--- src/rtl/voice_frame_window_pkg.sv ---
// Shared constants, FSM state type and Hamming coefficient generator for the
// voice framing windowing stage.
package voice_pkg;

  localparam int FRAME_LEN = 256;
  localparam int DATA_W    = 16;
  localparam int COEF_W    = 16;
  localparam int IDX_W     = 8;
  localparam int CNT_W     = 8;
  localparam int Q_SHIFT   = 15;
  localparam int PROD_W    = DATA_W + COEF_W + 1;

  localparam logic signed [PROD_W-1:0] ROUND_HALF = PROD_W'(1 << (Q_SHIFT - 1));
  localparam logic signed [PROD_W-1:0] SAT_MAX    = PROD_W'((2 ** (DATA_W - 1)) - 1);
  localparam logic signed [PROD_W-1:0] SAT_MIN    = PROD_W'(-(2 ** (DATA_W - 1)));

  typedef enum logic [1:0] {
    IDLE = 2'd0,
    RUN  = 2'd1,
    DROP = 2'd2
  } state_e;

  // Elaboration-time only: w(n) = round(32767 * (0.54 - 0.46*cos(2*pi*n/255))).
  function automatic logic [COEF_W-1:0] hamming_coef(input int n);
    real w;
    w = 32767.0 * (0.54 - 0.46 * $cos(2.0 * 3.14159265358979323846 * real'(n) / 255.0));
    return COEF_W'($rtoi(w + 0.5));
  endfunction

endpackage

--- src/rtl/voice_frame_window_hamming_rom.sv ---
// 256-entry Hamming window ROM, Q1.15 unsigned, one synchronous read port.
module hamming_rom
  import voice_pkg::*;
(
  input  logic              clk,
  input  logic              rst,
  input  logic [IDX_W-1:0]  addr,
  output logic [COEF_W-1:0] data
);

  logic [COEF_W-1:0] table_s [FRAME_LEN];
  logic [COEF_W-1:0] data_q;

  for (genvar g = 0; g < FRAME_LEN; g++) begin : g_tab
    assign table_s[g] = hamming_coef(g);
  end

  // Registered read; the address is the index of the sample entering stage 1.
  always_ff @(posedge clk) begin
    if (rst) begin
      data_q <= 16'd0;
    end else begin
      data_q <= table_s[addr];
    end
  end

  assign data = data_q;

endmodule

--- src/rtl/voice_frame_window.sv ---
// Frame tracker plus 2-stage Hamming multiply / round-half-up / saturate pipeline
// sitting between the sliding-window collector and the FFT.
module voice_frame_window
  import voice_pkg::*;
(
  input  logic              clk,
  input  logic              rst,
  input  logic              i_valid,
  input  logic              i_sof,
  input  logic [DATA_W-1:0] i_data,
  input  logic              i_fft_busy,
  output logic              o_valid,
  output logic              o_sof,
  output logic              o_eof,
  output logic              o_abort,
  output logic [IDX_W-1:0]  o_idx,
  output logic [DATA_W-1:0] o_data,
  output logic [CNT_W-1:0]  o_drop_cnt
);

  state_e                     state_q, state_d;
  logic [IDX_W-1:0]           idx_q, idx_d, idx_inc_s;
  logic [CNT_W-1:0]           drop_cnt_q, drop_cnt_d;
  logic                       s1_valid_q, s1_valid_d;
  logic                       s1_sof_q, s1_sof_d;
  logic                       s1_eof_q, s1_eof_d;
  logic                       s1_abort_q, s1_abort_d;
  logic [IDX_W-1:0]           s1_idx_q;
  logic signed [DATA_W-1:0]   s1_data_q;
  logic [COEF_W-1:0]          coef_s;
  logic signed [PROD_W-1:0]   prod_s, rnd_s, shift_s;
  logic [DATA_W-1:0]          res_s;
  logic                       o_valid_q, o_sof_q, o_eof_q, o_abort_q;
  logic [IDX_W-1:0]           o_idx_q, o_idx_d;
  logic [DATA_W-1:0]          o_data_q, o_data_d;

  hamming_rom u_rom (
    .clk  (clk),
    .rst  (rst),
    .addr (idx_d),
    .data (coef_s)
  );

  assign idx_inc_s = idx_q + 8'd1;

  // Frame tracking: an accepted sof always restarts at index 0 with a fresh busy decision.
  always_comb begin
    state_d    = state_q;
    idx_d      = idx_q;
    drop_cnt_d = drop_cnt_q;
    s1_valid_d = 1'b0;
    s1_sof_d   = 1'b0;
    s1_eof_d   = 1'b0;
    s1_abort_d = 1'b0;
    if (i_valid && i_sof) begin
      idx_d      = 8'd0;
      s1_abort_d = (state_q == RUN);
      if (i_fft_busy) begin
        state_d = DROP;
        if (drop_cnt_q != 8'hFF) begin
          drop_cnt_d = drop_cnt_q + 8'd1;
        end else begin
          drop_cnt_d = drop_cnt_q;
        end
      end else begin
        state_d    = RUN;
        s1_valid_d = 1'b1;
        s1_sof_d   = 1'b1;
      end
    end else if (i_valid && (state_q != IDLE)) begin
      idx_d      = idx_inc_s;
      s1_valid_d = (state_q == RUN);
      s1_eof_d   = (state_q == RUN) && (idx_inc_s == 8'd255);
      if (idx_inc_s == 8'd255) begin
        state_d = IDLE;
      end else begin
        state_d = state_q;
      end
    end else begin
      state_d = state_q;
    end
  end

  // Control state and stage 1 registers.
  always_ff @(posedge clk) begin
    if (rst) begin
      state_q    <= IDLE;
      idx_q      <= 8'd0;
      drop_cnt_q <= 8'd0;
      s1_valid_q <= 1'b0;
      s1_sof_q   <= 1'b0;
      s1_eof_q   <= 1'b0;
      s1_abort_q <= 1'b0;
      s1_idx_q   <= 8'd0;
      s1_data_q  <= 16'sd0;
    end else begin
      state_q    <= state_d;
      idx_q      <= idx_d;
      drop_cnt_q <= drop_cnt_d;
      s1_valid_q <= s1_valid_d;
      s1_sof_q   <= s1_sof_d;
      s1_eof_q   <= s1_eof_d;
      s1_abort_q <= s1_abort_d;
      s1_idx_q   <= idx_d;
      s1_data_q  <= i_data;
    end
  end

  // Coefficient is zero-extended so the product stays signed; shift is arithmetic (half-up).
  always_comb begin
    prod_s  = s1_data_q * $signed({1'b0, coef_s});
    rnd_s   = prod_s + ROUND_HALF;
    shift_s = rnd_s >>> Q_SHIFT;
    if (shift_s > SAT_MAX) begin
      res_s = 16'h7FFF;
    end else if (shift_s < SAT_MIN) begin
      res_s = 16'h8000;
    end else begin
      res_s = shift_s[DATA_W-1:0];
    end
    if (s1_valid_q) begin
      o_data_d = res_s;
      o_idx_d  = s1_idx_q;
    end else begin
      o_data_d = 16'd0;
      o_idx_d  = 8'd0;
    end
  end

  // Stage 2 output registers.
  always_ff @(posedge clk) begin
    if (rst) begin
      o_valid_q <= 1'b0;
      o_sof_q   <= 1'b0;
      o_eof_q   <= 1'b0;
      o_abort_q <= 1'b0;
      o_idx_q   <= 8'd0;
      o_data_q  <= 16'd0;
    end else begin
      o_valid_q <= s1_valid_q;
      o_sof_q   <= s1_sof_q;
      o_eof_q   <= s1_eof_q;
      o_abort_q <= s1_abort_q;
      o_idx_q   <= o_idx_d;
      o_data_q  <= o_data_d;
    end
  end

  assign o_valid    = o_valid_q;
  assign o_sof      = o_sof_q;
  assign o_eof      = o_eof_q;
  assign o_abort    = o_abort_q;
  assign o_idx      = o_idx_q;
  assign o_data     = o_data_q;
  assign o_drop_cnt = drop_cnt_q;

endmodule

--- config.mk ---
export PLATFORM = sky130hd
export DESIGN_NAME = voice_frame_window
export DESIGN_NICKNAME = d
export VERILOG_FILES = /design/src/rtl/voice_frame_window_pkg.sv /design/src/rtl/voice_frame_window_hamming_rom.sv /design/src/rtl/voice_frame_window.sv
export SDC_FILE = /design/constraint.sdc
export NUM_CORES = 1
export LEC_CHECK = 0
export ABC_AREA = 0
export BUFFER_PORTS_ARGS = -buffer_cell sky130_fd_sc_hd__buf_2
export CAP_MARGIN = 30
export CORE_ASPECT_RATIO = 1.5
export CORE_MARGIN = 2
export CORE_UTILIZATION = 30
export DETAILED_ROUTE_END_ITERATION = 16
export HOLD_SLACK_MARGIN = 0.15
export SLEW_MARGIN = 20
export SYNTH_ARGS = -nofsm -noshare
export SYNTH_HDL_FRONTEND = slang
export SYNTH_SLANG_ARGS = --single-unit
--- constraint.sdc ---
create_clock -name clk -period 16.7 [get_ports clk]
set_clock_uncertainty 0.15 [all_clocks]
set_input_delay 3.34 -clock clk [delete_from_list [all_inputs] [get_ports clk]]
set_output_delay 3.34 -clock clk [all_outputs]
set_load 0.02 [all_outputs]
==> impl_summary.log, run 1 <==
INFO  metric run_status = complete, no violations
INFO  metric drt_pass_1_iters = 6
INFO  metric holdCritPathClass = reg2reg
INFO  metric synth_sequential_area_ratio = 10.5%
INFO  metric layout.cells.most_common_list = 245 x sky130_fd_sc_hd__inv_1, 201 x sky130_fd_sc_hd__nand2_1, 180 x sky130_fd_sc_hd__fa_1, 144 x sky130_fd_sc_hd__ha_1, 121 x sky130_fd_sc_hd__and2_1
INFO  metric fin_area = 0.0166 mm2
INFO  metric maxClockFrequency = 0.131 GHz
INFO  metric power_leakage = 7.38 nW
INFO  metric timing.critical_path.buf_inv = 4
INFO  metric finish.net_count = 2280
INFO  metric worst-r2r-setup-slack = 9440 ps
INFO  metric yosys_most_used_dff = sky130_fd_sc_hd__dfxtp_1
INFO  metric antenna_left = 0
INFO  metric worstPathCellList = buf_2 -> o31ai_1 -> a32o_1 -> buf_4 -> inv_1 -> ha_1 -> inv_1 -> a21oi_1 -> nor3_1 -> a21oi_1 -> nand2_1 -> a311o_1 -> a22o_1
INFO  metric cts.hold.buffers_added = 0
INFO  metric worstPathMaxFanout = 24
INFO  metric preCtsSetupSlack = 8880 ps
INFO  metric first_global_vias = 15900
INFO  metric worst_slew_margin_rel = 28.3%
INFO  metric final_setup_margin = 9060 ps
INFO  metric grt_overflow = 0
INFO  metric syn-num-nets = 2301
INFO  metric clock_path_buffers = 2
INFO  metric synth_edf_count = 0
INFO  metric place_congestion = 1.05
INFO  metric numPortBuffers = 56
INFO  metric post-cts-setup-buffer-count = 0
INFO  metric path_delay_family = compound AO/OA/AOI/OAI gates
INFO  metric worstPathArrival = 7760 ps
INFO  metric drt-vias-per-instance = 5.96
INFO  metric drcViolationCount = 0
INFO  metric yosysWarnings = 0
INFO  metric critical_path.slowest_cell = sky130_fd_sc_hd__ha_1
INFO  metric postLayoutCoreUtil = 32.8%
INFO  metric report.final.setup_viol = 0
INFO  metric dpl_cell_area = 0.0163 mm2
INFO  metric detail_route.wirelength = 66.6 mm
INFO  metric global_route.usage.total = 24.9%
INFO  metric syn_area_per_cell = 7.87 um2
INFO  metric drv_slew = 0
INFO  metric cellPowerDensity = 45.7 mW/mm2
INFO  metric rsz_0062_raised_after_global_routing = no
INFO  metric htreeDepth = 3
INFO  metric critPathMaxStageDelay = 850 ps
INFO  metric vdd.ir_drop.worst = 0.0444 mV
INFO  metric post-dp-hpwl = 48.9 mm
INFO  metric critical_path_class = in2reg
INFO  metric netlist_area = 0.0154 mm2
INFO  metric worstPathRequired = 16820 ps
INFO  metric worst-slew-pin-transition = 1070 ps
INFO  metric layout-drive-gt1-share = 7.99%
INFO  metric number_of_antenna_violations_at_the_first_check_in_global_routing = 4
INFO  metric design.core.area = 0.0507 mm2
INFO  metric route.detailed.wl_per_inst = 25.5 um
INFO  metric detailroute.via_count = 15500
INFO  metric grt_pass1_wl = 99.4 mm
INFO  metric startpoint_type = primary input
INFO  metric cts.repair.resized = 0
INFO  metric nFillCells = 5375
INFO  metric dieWidth = 189 um
INFO  metric drt_iter0_drc = 1835
INFO  metric clk-insertion-delay-late = 370 ps
INFO  metric number_of_different_library_cells_in_the_post_synthesis_netlist = 81
INFO  metric setup.worst_path.end_class = flop
INFO  metric placementRows = 101
INFO  metric setup_total_negative_slack = 0 ps
INFO  metric boundaryPins = 57
INFO  metric synth_async_sr_flop_share = 0%
INFO  metric drv_cap = 0
INFO  metric report.final.hold_viol_count = 0
INFO  metric finalCriticalPeriod = 7640 ps
INFO  metric area_growth = 7.88%
INFO  metric syn-instance-count = 1956
INFO  metric chipHeight = 281 um
INFO  metric synth.ff_latch_count = 81
INFO  metric root_cell_of_the_clock_tree = sky130_fd_sc_hd__clkbuf_16
INFO  metric layout_commonest_cell = sky130_fd_sc_hd__inv_1
INFO  metric cts.sink_count = 81
INFO  metric fp.dieArea = 0.0532 mm2
INFO  metric period_share = 45.8%
INFO  metric cts_buffers = 9
INFO  metric start_util = 30.4%
INFO  metric grt_start_max_net_pins = 64
INFO  metric tritoncts = yes
INFO  metric clk_pin_slew = 80 ps
## sequential cells by signal (all words and copies together), names as in the netlist, 2 cells and up
signal and flops:
s1_data_q 16, state_q 2, u_rom.data 15, s1_idx_q 8
o_idx 8, o_drop_cnt 8, o_data 16
## path summary, 6_finish.rpt
kind / from / endpoint / depth (start not counted)
worst max-delay path: i_sof / u_rom.data[8]$_SDFF_PP0_ / 13
worst min-delay path: s1_sof_q$_SDFF_PP0_ / o_sof$_SDFF_PP0_ / 1
worst max register to register: u_rom.data[8]$_SDFF_PP0_ / o_data[3]$_SDFF_PP0_ / 20
worst min register to register: s1_sof_q$_SDFF_PP0_ / o_sof$_SDFF_PP0_ / 1
## metrics by stage
step	cells	hold WS (ps)	power, W
detailed placement	2590	279	0.000550
floorplan	1956	264	0.000443
global placement	2587	281	0.000544
finish	2610	309	0.000758
global route	2609	331	0.000810
CTS	2606	314	0.000766
## where the power goes
group	switching (W)	internal (W)	total, W
clock	0.000106	0.000107	0.000213
sequential	0.0000219	0.000198	0.000220
combinational	0.000200	0.000125	0.000325
## final cells by class
type	instances	area, um2	area share (%)
Tap cell	669	837	5.04
Multi-Input combinational cell	1494	12300	74.0
Sequential cell	81	1620	9.76
Timing Repair Buffer	103	623	3.75
Antenna cell	1	2.50	0.0151
Clock buffer	9	225	1.36
Clock inverter	7	86.3	0.520
Inverter	246	923	5.56
## synth_stat cells (11+ instances only)
cell                       instances  share of area, %
sky130_fd_sc_hd__inv_1           245               6.0
sky130_fd_sc_hd__nand2_1         201               4.9
sky130_fd_sc_hd__fa_1            180                23
sky130_fd_sc_hd__ha_1            144                12
sky130_fd_sc_hd__and2_1          121               4.9
sky130_fd_sc_hd__o21ai_0         118               3.8
sky130_fd_sc_hd__a21oi_1         116               3.8
sky130_fd_sc_hd__dfxtp_1          81                11
sky130_fd_sc_hd__nor2_1           77               1.9
sky130_fd_sc_hd__clkbuf_1         74               1.8
sky130_fd_sc_hd__nand3_1          67               2.2
sky130_fd_sc_hd__nor3_1           60               2.0
sky130_fd_sc_hd__buf_2            44               1.4
sky130_fd_sc_hd__nor2b_1          31               1.3
sky130_fd_sc_hd__o211ai_1         30               1.5
sky130_fd_sc_hd__a31oi_1          26               1.1
sky130_fd_sc_hd__a211oi_1         23               1.1
sky130_fd_sc_hd__o22ai_1          17              0.69
sky130_fd_sc_hd__a311oi_1         16              0.91
sky130_fd_sc_hd__xnor2_1          15              0.85
sky130_fd_sc_hd__a221oi_1         14              0.80
sky130_fd_sc_hd__nand4_1          14              0.57
sky130_fd_sc_hd__o311ai_0         14              0.80
sky130_fd_sc_hd__a21o_1           11              0.54
## routing by layer
metal / wire, um / up-vias / global-route usage (%) / part of all wire (%)
li1: - / 6673 / - / -
met1: 22400 / 7683 / 26.1 / 34
met2: 33600 / 883 / 44.6 / 50
met3: 4690 / 305 / 3.83 / 7.0
met4: 5840 / 4 / 19.2 / 8.8
met5: 23 / - / 0 / 0.035
## kinds of logic (layout without fill, tap and decap cells)
kind of cell             after synthesis  count (layout)  synth area share [%]
adder cells (fa/ha/maj)              324             324                  35.1
XOR/XNOR                              25              25                  1.42
AO/OA/AOI/OAI                        506             506                  21.9
flip-flops                            81              81                  10.5
other                                  0               1                     0
AND/OR/NAND/NOR                      629             629                  20.4
buffers and inverters                381             365                  9.97
multiplexers                          10              10                 0.699
No activity file was read; power rests on OpenSTA's default activity.
==> inputs of run 2 (changes only) <==
Clock period 16.7 ns to 7.7 ns, I/O delays scaled along.
==> impl_summary.log, run 2 (synthesis results as in run 1) <==
INFO  metric number_of_antenna_violations_at_the_first_check_in_global_routing = 3 (-1)
INFO  metric drv_slew = 0 (unchanged)
INFO  metric path_delay_family = adder cells
INFO  metric numPortBuffers = 56 (unchanged)
INFO  metric start_util = 30.4% (unchanged)
INFO  metric critical_path_class = reg2reg
INFO  metric report.final.setup_viol = 0 (unchanged)
INFO  metric holdCritPathClass = reg2reg
INFO  metric detailroute.via_count = 15700 (+1.3%)
INFO  metric period_share = 92.2%
INFO  metric cellPowerDensity = 96.6 mW/mm2 (+110%)
INFO  metric chipHeight = 281 um (unchanged)
INFO  metric final_setup_margin = 600 ps (-8460 ps)
INFO  metric drv_cap = 0 (unchanged)
INFO  metric clk_pin_slew = 80 ps (about the same)
INFO  metric finalCriticalPeriod = 7100 ps
INFO  metric worst_slew_margin_rel = 26.4% (-2.0 points)
INFO  metric cts.repair.resized = 0 (unchanged)
INFO  metric drt_pass_1_iters = 6 (unchanged)
INFO  metric boundaryPins = 57 (unchanged)
INFO  metric maxClockFrequency = 0.141 GHz
INFO  metric power_leakage = 7.55 nW (+2.3%)
INFO  metric area_growth = 9.39%
INFO  metric cell_with_the_most_instances_on_the_worst_path = sky130_fd_sc_hd__fa_1
INFO  metric worstPathArrival = 7170 ps (-590 ps)
INFO  metric drt_iter0_drc = 1575 (-14%)
INFO  metric setup_total_negative_slack = 0 ps (unchanged)
INFO  metric setup.worst_path.end_class = flop
INFO  metric report.final.hold_viol_count = 0 (unchanged)
INFO  metric startpoint_type = flop
INFO  metric layout-drive-gt1-share = 9.34% (+1.3 points)
INFO  metric detail_route.wirelength = 67.4 mm (+1.3%)
INFO  metric grt_pass1_wl = 99.9 mm (+0.51%)
INFO  metric worst-slew-pin-transition = 1090 ps (+26.2 ps)
INFO  metric cts_buffers = 9 (unchanged)
INFO  metric grt_start_max_net_pins = 56 (-13%)
INFO  metric first_global_vias = 15900 (-0.40%)
INFO  metric finish.net_count = 2311 (+1.4%)
INFO  metric worstPathRequired = 7770 ps (-9050 ps)
INFO  metric rsz_0062_raised_after_global_routing = no
INFO  metric worstPathCellList = nand2_1 -> fa_1 -> fa_1 -> inv_1 -> fa_1 -> fa_1 -> fa_1 -> inv_1 -> fa_1 -> inv_1 -> ha_1 -> a21oi_1 -> o211ai_1 -> a221oi_2 -> o22ai_1 -> a2111oi_2 -> xnor2_1 -> o21ai_2 -> o21ai_0
INFO  metric cts.hold.buffers_added = 0 (unchanged)
INFO  metric grt_overflow = 0 (unchanged)
INFO  metric drcViolationCount = 0 (unchanged)
INFO  metric timing.critical_path.buf_inv = 3 (-1)
INFO  metric clk-insertion-delay-late = 370 ps (about the same)
INFO  metric nFillCells = 5376 (+0.019%)
INFO  metric antenna_left = 0 (unchanged)
INFO  metric layout.cells.most_common_list = 245 x sky130_fd_sc_hd__inv_1, 201 x sky130_fd_sc_hd__nand2_1, 180 x sky130_fd_sc_hd__fa_1, 144 x sky130_fd_sc_hd__ha_1, 121 x sky130_fd_sc_hd__and2_1
INFO  metric dieWidth = 189 um (unchanged)
INFO  metric route.detailed.wl_per_inst = 25.5 um (+0.11%)
INFO  metric placementRows = 101 (unchanged)
INFO  metric layout_commonest_cell = sky130_fd_sc_hd__inv_1
INFO  metric cts.sink_count = 81 (unchanged)
INFO  metric clock_path_buffers = 2 (unchanged)
INFO  metric design.core.area = 0.0507 mm2 (unchanged)
INFO  metric post-cts-setup-buffer-count = 0 (unchanged)
INFO  metric drt-vias-per-instance = 5.97 (+0.14%)
INFO  metric worstPathMaxFanout = 15 (-38%)
INFO  metric run_status = complete, no violations
INFO  metric report.power.total = 0.00163 W (+110%)
INFO  metric fp.dieArea = 0.0532 mm2 (unchanged)
INFO  metric htreeDepth = 3 (unchanged)
INFO  metric critical_path.slowest_cell = sky130_fd_sc_hd__dfxtp_1
INFO  metric n_antenna_cell = 0 (-1)
INFO  metric layout.cells.non_filler = 2640 (+1.1%)
INFO  metric tritoncts = yes
INFO  metric critPathMaxStageDelay = 830 ps (-20 ps)
INFO  metric post-dp-hpwl = 51.0 mm (+4.3%)
INFO  metric vdd.ir_drop.worst = 0.137 mV (+210%)
INFO  metric global_route.usage.total = 25.1% (+0.21 points)
INFO  metric place.detailed.instances = 2622 (+1.2%)
INFO  metric place_congestion = 1.10 (+5.1%)
INFO  metric preCtsSetupSlack = 661 ps (-8220 ps)
INFO  metric root_cell_of_the_clock_tree = sky130_fd_sc_hd__clkbuf_16
-- run 2: cell types whose count changed in the layout (fill, tap and decap cells not counted), moves of 2 or more --
cell and delta:
sky130_fd_sc_hd__inv_6 +2, sky130_fd_sc_hd__clkinv_4 -2, sky130_fd_sc_hd__buf_4 +34, sky130_fd_sc_hd__buf_2 -3
-- run 2: cell type report --
cell class | instances | area (um2) | share of cell area [%]
Timing Repair Buffer | 134 | 876 | 5.20
Sequential cell | 81 | 1620 | 9.63
Clock buffer | 9 | 225 | 1.34
Multi-Input combinational cell | 1494 | 12300 | 72.9
Inverter | 246 | 923 | 5.48
Tap cell | 669 | 837 | 4.97
Clock inverter | 7 | 81.3 | 0.483
-- run 2: report_power, final --
group          internal [W]  leakage, nW  total [W]  switching [W]
combinational      0.000273         6.74   0.000706       0.000432
sequential         0.000430        0.661   0.000470      0.0000396
clock              0.000232        0.150   0.000451       0.000220
-- run 2: final timing paths --
path	from	end	slack [ps]	cells past startpoint
hold reg to reg	s1_eof_q$_SDFF_PP0_	o_eof$_SDFF_PP0_	290	1
hold / removal	s1_eof_q$_SDFF_PP0_	o_eof$_SDFF_PP0_	290	1
setup / recovery	s1_data_q[7]$_SDFF_PP0_	o_data[4]$_SDFF_PP0_	600	19
setup reg to reg	s1_data_q[7]$_SDFF_PP0_	o_data[4]$_SDFF_PP0_	600	19
-- run 2: metal layers --
metal,vias to the layer above,global-route usage (%),share of wire (%)
met2,924,44.4,50
met1,7730,26.4,34
li1,6740,-,-
met4,0,19.9,9.5
met5,-,0,0
met3,354,4.00,7.2
-- run 2: per-stage QoR --
| stage | area, um2 | util [%] | hold slack, ps |
|---|---|---|---|
| 6_report | 16800 | 33.2 | 294 |
| 5_1_grt | 16800 | 33.2 | 311 |
| 4_1_cts | 16800 | 33.2 | 301 |
| 3_5_place_dp | 16500 | 32.6 | 279 |
| 3_3_place_gp | 16500 | 32.6 | 279 |
| 2_1_floorplan | 15400 | - | 264 |
